==> src/rtl/icache_dm_if.sv <==
// Bus bundle for the direct-mapped instruction cache.
// The slave modport is the cache itself. It takes fetch requests and ROM
// responses, and drives instructions, ROM requests and the performance counters.
// The master modport is the CPU/ROM environment around it.
interface icache_dm_if #(
  parameter int ADDR_W = 32,
  parameter int DATA_W = 32
);
  logic              cpu_req;
  logic [ADDR_W-1:0] cpu_addr;
  logic              cpu_flush;
  logic [DATA_W-1:0] cpu_instr;
  logic              cpu_ready;
  logic              mem_req;
  logic [ADDR_W-1:0] mem_addr;
  logic [DATA_W-1:0] mem_rdata;
  logic              mem_ack;
  logic [31:0]       hit_count;
  logic [31:0]       miss_count;

  modport slave (
    input  cpu_req, cpu_addr, cpu_flush, mem_rdata, mem_ack,
    output cpu_instr, cpu_ready, mem_req, mem_addr, hit_count, miss_count
  );

  modport master (
    output cpu_req, cpu_addr, cpu_flush, mem_rdata, mem_ack,
    input  cpu_instr, cpu_ready, mem_req, mem_addr, hit_count, miss_count
  );
endinterface

==> src/rtl/icache_dm.sv <==
// Direct-mapped, read-only instruction cache in front of a word-wide ROM.
// A hit returns the word one cycle after the request.
// A miss refills the whole line one beat at a time, in order, and then returns
// the requested word during the RESP cycle.
// A flush clears every valid bit. A refill that is hit by a flush still
// completes, but its line stays invalid.
module icache_dm #(
  parameter int ADDR_W         = 32,
  parameter int DATA_W         = 32,
  parameter int LINES          = 16,
  parameter int WORDS_PER_LINE = 4
) (
  input  logic          iCLK,
  input  logic          iRST,
  icache_dm_if.slave    bus
);

  localparam int OFF_W = $clog2(WORDS_PER_LINE);
  localparam int IDX_W = $clog2(LINES);
  localparam int TAG_W = ADDR_W - 2 - OFF_W - IDX_W;

  localparam logic [1:0] S_IDLE   = 2'd0;
  localparam logic [1:0] S_REFILL = 2'd1;
  localparam logic [1:0] S_RESP   = 2'd2;

  // Controller state and the captured request
  logic [1:0]        state_reg;
  logic [TAG_W-1:0]  cap_tag_reg;
  logic [IDX_W-1:0]  cap_idx_reg;
  logic [OFF_W-1:0]  cap_off_reg;
  logic [OFF_W-1:0]  beat_reg;
  logic              flushed_reg;
  logic [DATA_W-1:0] crit_reg;

  // Outputs
  logic              cpu_ready_reg;
  logic [DATA_W-1:0] cpu_instr_reg;
  logic [31:0]       hit_count_reg;
  logic [31:0]       miss_count_reg;

  // Storage
  logic [LINES-1:0]  valid_reg;
  logic [TAG_W-1:0]  tag_mem  [LINES];
  logic [DATA_W-1:0] data_mem [LINES*WORDS_PER_LINE];

  // Fields of the incoming fetch address
  logic [TAG_W-1:0]  req_tag;
  logic [IDX_W-1:0]  req_idx;
  logic [OFF_W-1:0]  req_off;
  logic              addr_lsb_unused;

  // Decoded controller events
  logic              lookup_hit;
  logic              accept;
  logic              miss_start;
  logic              refill_ack;
  logic              last_beat;
  logic              fill_done;
  logic              crit_beat;

  assign req_tag         = bus.cpu_addr[ADDR_W-1 -: TAG_W];
  assign req_idx         = bus.cpu_addr[2+OFF_W +: IDX_W];
  assign req_off         = bus.cpu_addr[2 +: OFF_W];
  // The byte-within-word bits play no part in a word fetch
  assign addr_lsb_unused = ^bus.cpu_addr[1:0];

  assign lookup_hit = valid_reg[req_idx] && (tag_mem[req_idx] == req_tag);
  // A flush wins over a fetch presented in the same cycle
  assign accept     = (state_reg == S_IDLE) && bus.cpu_req && !bus.cpu_flush;
  assign miss_start = accept && !lookup_hit;
  // An acknowledge is only meaningful while a refill is outstanding
  assign refill_ack = (state_reg == S_REFILL) && bus.mem_ack;
  assign last_beat  = (beat_reg == {OFF_W{1'b1}});
  assign fill_done  = refill_ack && last_beat;
  assign crit_beat  = (beat_reg == cap_off_reg);

  // ROM address is built from the captured request, so later CPU address
  // changes cannot disturb a refill that is in progress
  assign bus.mem_req    = (state_reg == S_REFILL);
  assign bus.mem_addr   = (state_reg == S_REFILL) ?
                          {cap_tag_reg, cap_idx_reg, beat_reg, 2'b00} : '0;
  assign bus.cpu_ready  = cpu_ready_reg;
  assign bus.cpu_instr  = cpu_instr_reg;
  assign bus.hit_count  = hit_count_reg;
  assign bus.miss_count = miss_count_reg;

  // Per-line valid bits: cleared by reset or flush, dropped when a line starts
  // refilling, set when the refill completes unless a flush hit it on the way
  genvar gi;
  generate
    for (gi = 0; gi < LINES; gi++) begin : g_valid
      // Valid flag of line gi
      always_ff @(posedge iCLK) begin
        if (iRST) begin
          valid_reg[gi] <= 1'b0;
        end else if (bus.cpu_flush) begin
          valid_reg[gi] <= 1'b0;
        end else if (miss_start && (req_idx == IDX_W'(gi))) begin
          valid_reg[gi] <= 1'b0;
        end else if (fill_done && (cap_idx_reg == IDX_W'(gi)) && !flushed_reg) begin
          valid_reg[gi] <= 1'b1;
        end
      end
    end
  endgenerate

  // Tag store: written once the last beat of a line has arrived
  always_ff @(posedge iCLK) begin
    if (fill_done) begin
      tag_mem[cap_idx_reg] <= cap_tag_reg;
    end
  end

  // Data store: one word written per acknowledged refill beat
  always_ff @(posedge iCLK) begin
    if (refill_ack) begin
      data_mem[{cap_idx_reg, beat_reg}] <= bus.mem_rdata;
    end
  end

  // Controller: lookup in IDLE, refill beats in REFILL, one-cycle reply in RESP
  always_ff @(posedge iCLK) begin
    if (iRST) begin
      state_reg      <= S_IDLE;
      cap_tag_reg    <= '0;
      cap_idx_reg    <= '0;
      cap_off_reg    <= '0;
      beat_reg       <= '0;
      flushed_reg    <= 1'b0;
      crit_reg       <= '0;
      cpu_ready_reg  <= 1'b0;
      cpu_instr_reg  <= '0;
      hit_count_reg  <= '0;
      miss_count_reg <= '0;
    end else begin
      cpu_ready_reg <= 1'b0;
      case (state_reg)
        S_IDLE: begin
          if (accept) begin
            cap_tag_reg <= req_tag;
            cap_idx_reg <= req_idx;
            cap_off_reg <= req_off;
            if (lookup_hit) begin
              cpu_ready_reg <= 1'b1;
              cpu_instr_reg <= data_mem[{req_idx, req_off}];
              hit_count_reg <= hit_count_reg + 32'd1;
            end else begin
              state_reg      <= S_REFILL;
              beat_reg       <= '0;
              flushed_reg    <= 1'b0;
              miss_count_reg <= miss_count_reg + 32'd1;
            end
          end
        end
        S_REFILL: begin
          if (bus.cpu_flush) begin
            flushed_reg <= 1'b1;
          end
          if (bus.mem_ack) begin
            // Keep the requested word aside; the line may not stay valid
            if (crit_beat) begin
              crit_reg <= bus.mem_rdata;
            end
            beat_reg <= beat_reg + OFF_W'(1);
            if (last_beat) begin
              // A flush in this same cycle is caught by the valid bits directly
              flushed_reg   <= flushed_reg | bus.cpu_flush;
              cpu_ready_reg <= 1'b1;
              cpu_instr_reg <= crit_beat ? bus.mem_rdata : crit_reg;
              state_reg     <= S_RESP;
            end
          end
        end
        S_RESP: begin
          state_reg <= S_IDLE;
        end
        default: begin
          state_reg <= S_IDLE;
        end
      endcase
    end
  end

endmodule
==> src/flat_wrapper.sv <==
// flat-port wrapper written by rule: the top's interface ports become plain ports
module icache_dm_flat 
#(
  parameter int ADDR_W         = 32,
  parameter int DATA_W         = 32,
  parameter int LINES          = 16,
  parameter int WORDS_PER_LINE = 4
)
  (iCLK, iRST, bus_cpu_req, bus_cpu_addr, bus_cpu_flush, bus_mem_rdata, bus_mem_ack, bus_cpu_instr, bus_cpu_ready, bus_mem_req, bus_mem_addr, bus_hit_count, bus_miss_count);
  icache_dm_if #(.ADDR_W(ADDR_W), .DATA_W(DATA_W)) bus_i ();
  input  logic iCLK;
  input  logic iRST;
  input wire logic [$bits(bus_i.cpu_req)-1:0] bus_cpu_req;
  input wire logic [$bits(bus_i.cpu_addr)-1:0] bus_cpu_addr;
  input wire logic [$bits(bus_i.cpu_flush)-1:0] bus_cpu_flush;
  input wire logic [$bits(bus_i.mem_rdata)-1:0] bus_mem_rdata;
  input wire logic [$bits(bus_i.mem_ack)-1:0] bus_mem_ack;
  output wire logic [$bits(bus_i.cpu_instr)-1:0] bus_cpu_instr;
  output wire logic [$bits(bus_i.cpu_ready)-1:0] bus_cpu_ready;
  output wire logic [$bits(bus_i.mem_req)-1:0] bus_mem_req;
  output wire logic [$bits(bus_i.mem_addr)-1:0] bus_mem_addr;
  output wire logic [$bits(bus_i.hit_count)-1:0] bus_hit_count;
  output wire logic [$bits(bus_i.miss_count)-1:0] bus_miss_count;
  assign bus_i.cpu_req = bus_cpu_req;
  assign bus_i.cpu_addr = bus_cpu_addr;
  assign bus_i.cpu_flush = bus_cpu_flush;
  assign bus_i.mem_rdata = bus_mem_rdata;
  assign bus_i.mem_ack = bus_mem_ack;
  assign bus_cpu_instr = bus_i.cpu_instr;
  assign bus_cpu_ready = bus_i.cpu_ready;
  assign bus_mem_req = bus_i.mem_req;
  assign bus_mem_addr = bus_i.mem_addr;
  assign bus_hit_count = bus_i.hit_count;
  assign bus_miss_count = bus_i.miss_count;
  icache_dm #(.ADDR_W(ADDR_W), .DATA_W(DATA_W), .LINES(LINES), .WORDS_PER_LINE(WORDS_PER_LINE)) u_core (.iCLK(iCLK), .iRST(iRST), .bus(bus_i));
endmodule
==> config.mk <==
export PLATFORM = sky130hd
export DESIGN_NAME = icache_dm_flat
export DESIGN_NICKNAME = d
export VERILOG_FILES = /design/src/rtl/icache_dm_if.sv /design/src/rtl/icache_dm.sv /design/src/flat_wrapper.sv
export SDC_FILE = /design/constraint.sdc
export NUM_CORES = 2
export LEC_CHECK = 0
export ABC_CLOCK_PERIOD_IN_PS = 4800
export CORE_ASPECT_RATIO = 0.7
export CORE_MARGIN = 2
export CORE_UTILIZATION = 62
export CTS_CLUSTER_DIAMETER = 80
export DETAILED_ROUTE_END_ITERATION = 8
export PLACE_DENSITY = 0.76
export SKIP_CTS_REPAIR_TIMING = 1
export SKIP_LAST_GASP = 1
export SLEW_MARGIN = 15
export SYNTH_ARGS = -nofsm -noshare
export SYNTH_HDL_FRONTEND = slang
export SYNTH_SLANG_ARGS = --single-unit
==> constraint.sdc <==
create_clock -name iCLK -period 4.8 [get_ports iCLK]
set_clock_uncertainty 0.05 [all_clocks]
set_input_delay 0.96 -clock iCLK [delete_from_list [all_inputs] [get_ports iCLK]]
set_output_delay 0.96 -clock iCLK [all_outputs]
set_load 0.01 [all_outputs]
==> metrics <==
vias in the first global route=55570; HP Start=u_core.crit_reg[23]; Startpoint Class=flip-flop; TritonCTS Buffers=222; DR pass1 iterations=7; pre-CTS setup slack=-0.09621 ns; CTS HTree Levels=4; Hold WC Path Type=reg2reg; CP max FO=33; Biggest register=u_core.data_mem; Worst-Skew Late Latency=0.87 ns; wirelength, routed=301500 um; # rows=123; hpwl dp=177100 um; RSZ-0062 raised after global routing=no; outcome=complete, no violations; Largest regs=u_core.data_mem (2048), u_core.tag_mem (384); Syn. warnings=0; number of top-level pins=199; Power Density=393.0 nW/um^2; Final Net Count=5621; TritonCTS clock tree=yes; core area=161000 sq um; Pins Over Slew Limit=0; largest net degree at the start of global routing=123; Final Hold Fails=0; WL/cell=38.27 um; final worst slack=0.3934 ns; worst hold slack=0.4108 ns; IO Port Bufs=194; vias=57600; Die X=485.7 um; Synth Flop Type=edfxtp_1; max FFs per register=2048; synthesized area=100700 sq um; Clock Path Buffers=3; post-synthesis register bit count=2612; Fmax achieved=0.2269 GHz; Worst slew margin=0.1717; maximum VDD drop=0.0003828 V; drt initial violations=10740; drc violations=0; multi-input logic area=23420 sq um; initial core utilization=0.6255; Clock Tree Root=clkbuf_16; Die H=341.2 um; critical path class=reg2out; clock-pin transition on the worst setup and hold timing paths=0.07 ns; share of layout cells above drive strength 1=0.2611; Post-synth EDFFs=2432; synth unique cells=72; Crit Reg-Reg Startpoint=u_core.state_reg[1]; leading post-synthesis cells by cell area=edfxtp_1 (73%), mux4_2 (13%), dfxtp_1 (3.6%), a22oi_1 (1.3%), mux2i_1 (1.2%); initial antenna violation count=10; Placer Congestion=0.8934; area grow syn2layout=14.90%; top cell type's share of synthesized area=0.7253; max cap viols=0; fin crit share=0.9180; register-to-register setup slack=0.77 ns; area leader, netlist=edfxtp_1; GRT Total Usage=0.3653; asr flop ratio synth=0; register area=76630 sq um; Mapped Avg Cell Area=20.05 sq um; crit end category=output pin; antenna-violating nets left=0; total grt overflow=0; crit path launch=u_core.state_reg[1]; setup violators final=0; post-synthesis cell count=5023; Final min period=4.407 ns; Seq/Total Area, Yosys=0.7611; Worst EP required=3.79 ns; die area=165700 sq um; CTS sink count=2612; Pleak=0.03679 uW; Worst Max-Slew Pin Slew=1.241 ns; first-pass GRT wire length=419500 um; Via density=7.312; Filler cells=9064; Arr. time, crit path=3.40 ns
## synth_stat cells (all sizes together) (12+ instances only)
cell    count
a211oi     28
a21o       12
a21oi     182
a22oi     174
a31oi      12
and2       43
and3       34
buf       114
clkbuf    169
dfxtp     180
edfxtp   2432
inv        27
mux2i     121
mux4      603
nand2     301
nand3      73
nand4      43
nand4b     24
nor2      137
nor2b      12
nor3       18
o211ai     19
o21ai      38
o31ai      27
o41ai      17
or3        15
or4        15
xnor2      14
xor2       25
## cell families (layout without fill, tap and decap cells)
| kind of cell | Yosys count | in the layout | share of synthesized area |
|---|---|---|---|
| buf+inv | 312 | 1033 | 0.01296 |
| mux | 734 | 734 | 0.1480 |
| flops | 2612 | 2612 | 0.7611 |
| xor+xnor | 39 | 39 | 0.003392 |
| simple gates | 758 | 758 | 0.03682 |
| compound gates | 564 | 564 | 0.03734 |
| fa+ha+maj | 3 | 3 | 0.0003728 |
| other cells | 1 | 9 | 0.00003724 |
## cell type report
cell class | count | share of cell area
Antenna cell | 7 | 0.0001514
Sequential cell | 2612 | 0.6624
Clock buffer | 290 | 0.05235
Multi-Input combinational cell | 2100 | 0.2024
Clock inverter | 130 | 0.01054
Inverter | 29 | 0.0009733
Tap cell | 2125 | 0.02298
Timing Repair Buffer | 584 | 0.04818
## worst max-delay path, stage by stage (launching register included)
cell and delay, ns:
dfxtp_1 0.39, nand2b_1 0.68, clkinv_2 0.28, buf_4 0.33
and2_1 0.30, clkdlybuf4s50_1 0.52
## metrics by stage
| step | util | power (uW) | instance area (sq um) | cells | TNS (ns) |
|---|---|---|---|---|---|
| 2_1_floorplan | - | 26570 | 100700 | 5024 | 0 |
| 3_3_place_gp | 0.6733 | 27650 | 108400 | 7450 | -0.1243 |
| 3_5_place_dp | 0.6733 | 27710 | 108400 | 7450 | -1.070 |
| 4_1_cts | 0.7185 | 45440 | 115700 | 7870 | 0 |
| 5_1_grt | 0.7186 | 46380 | 115700 | 7871 | 0 |
| 6_report | 0.7187 | 45470 | 115700 | 7877 | 0 |
## where the power goes
| part | internal (uW) | switching, uW | total, uW |
|---|---|---|---|
| registers | 24900 | 65.9 | 24900 |
| clock network | 9940 | 8230 | 18200 |
| logic | 874 | 1490 | 2360 |
## layer usage
layer,part of all wire,routed length (um),GRT usage,up-vias
met5,0.000083,25,0,-
met4,0.048,14330,0.1468,4
met3,0.16,49370,0.1222,892
met2,0.44,132900,0.5287,5393
met1,0.35,104800,0.5218,29450
li1,-,-,-,21860
## worst paths after layout
path                            cells after the start                       end
worst min-delay path                                2       u_core.crit_reg[23]
worst max register to register                     10  u_core.bus.cpu_instr[21]
worst max-delay path                                5          bus_mem_addr[21]
worst min register to register                      2       u_core.crit_reg[23]
## layout by cell type (no fill, tap or decap), types with 24 or more instances in the layout
cell type / instances
nor2_4: 79
buf_4: 326
buf_12: 68
a211oi_1: 27
clkinv_1: 42
clkbuf_1: 49
nand4_1: 42
clkinv_2: 43
buf_2: 30
inv_1: 25
nor2_1: 41
nand4b_1: 24
clkbuf_16: 227
o31ai_1: 27
nand3_1: 73
and2_1: 43
a21oi_1: 182
o21ai_0: 37
mux2i_1: 121
edfxtp_1: 2432
xor2_1: 25
mux4_2: 603
nand2_1: 301
clkdlybuf4s50_1: 155
a22oi_1: 174
and3_1: 34
dfxtp_1: 180
Note: power is estimated with default switching activity, not from simulation.
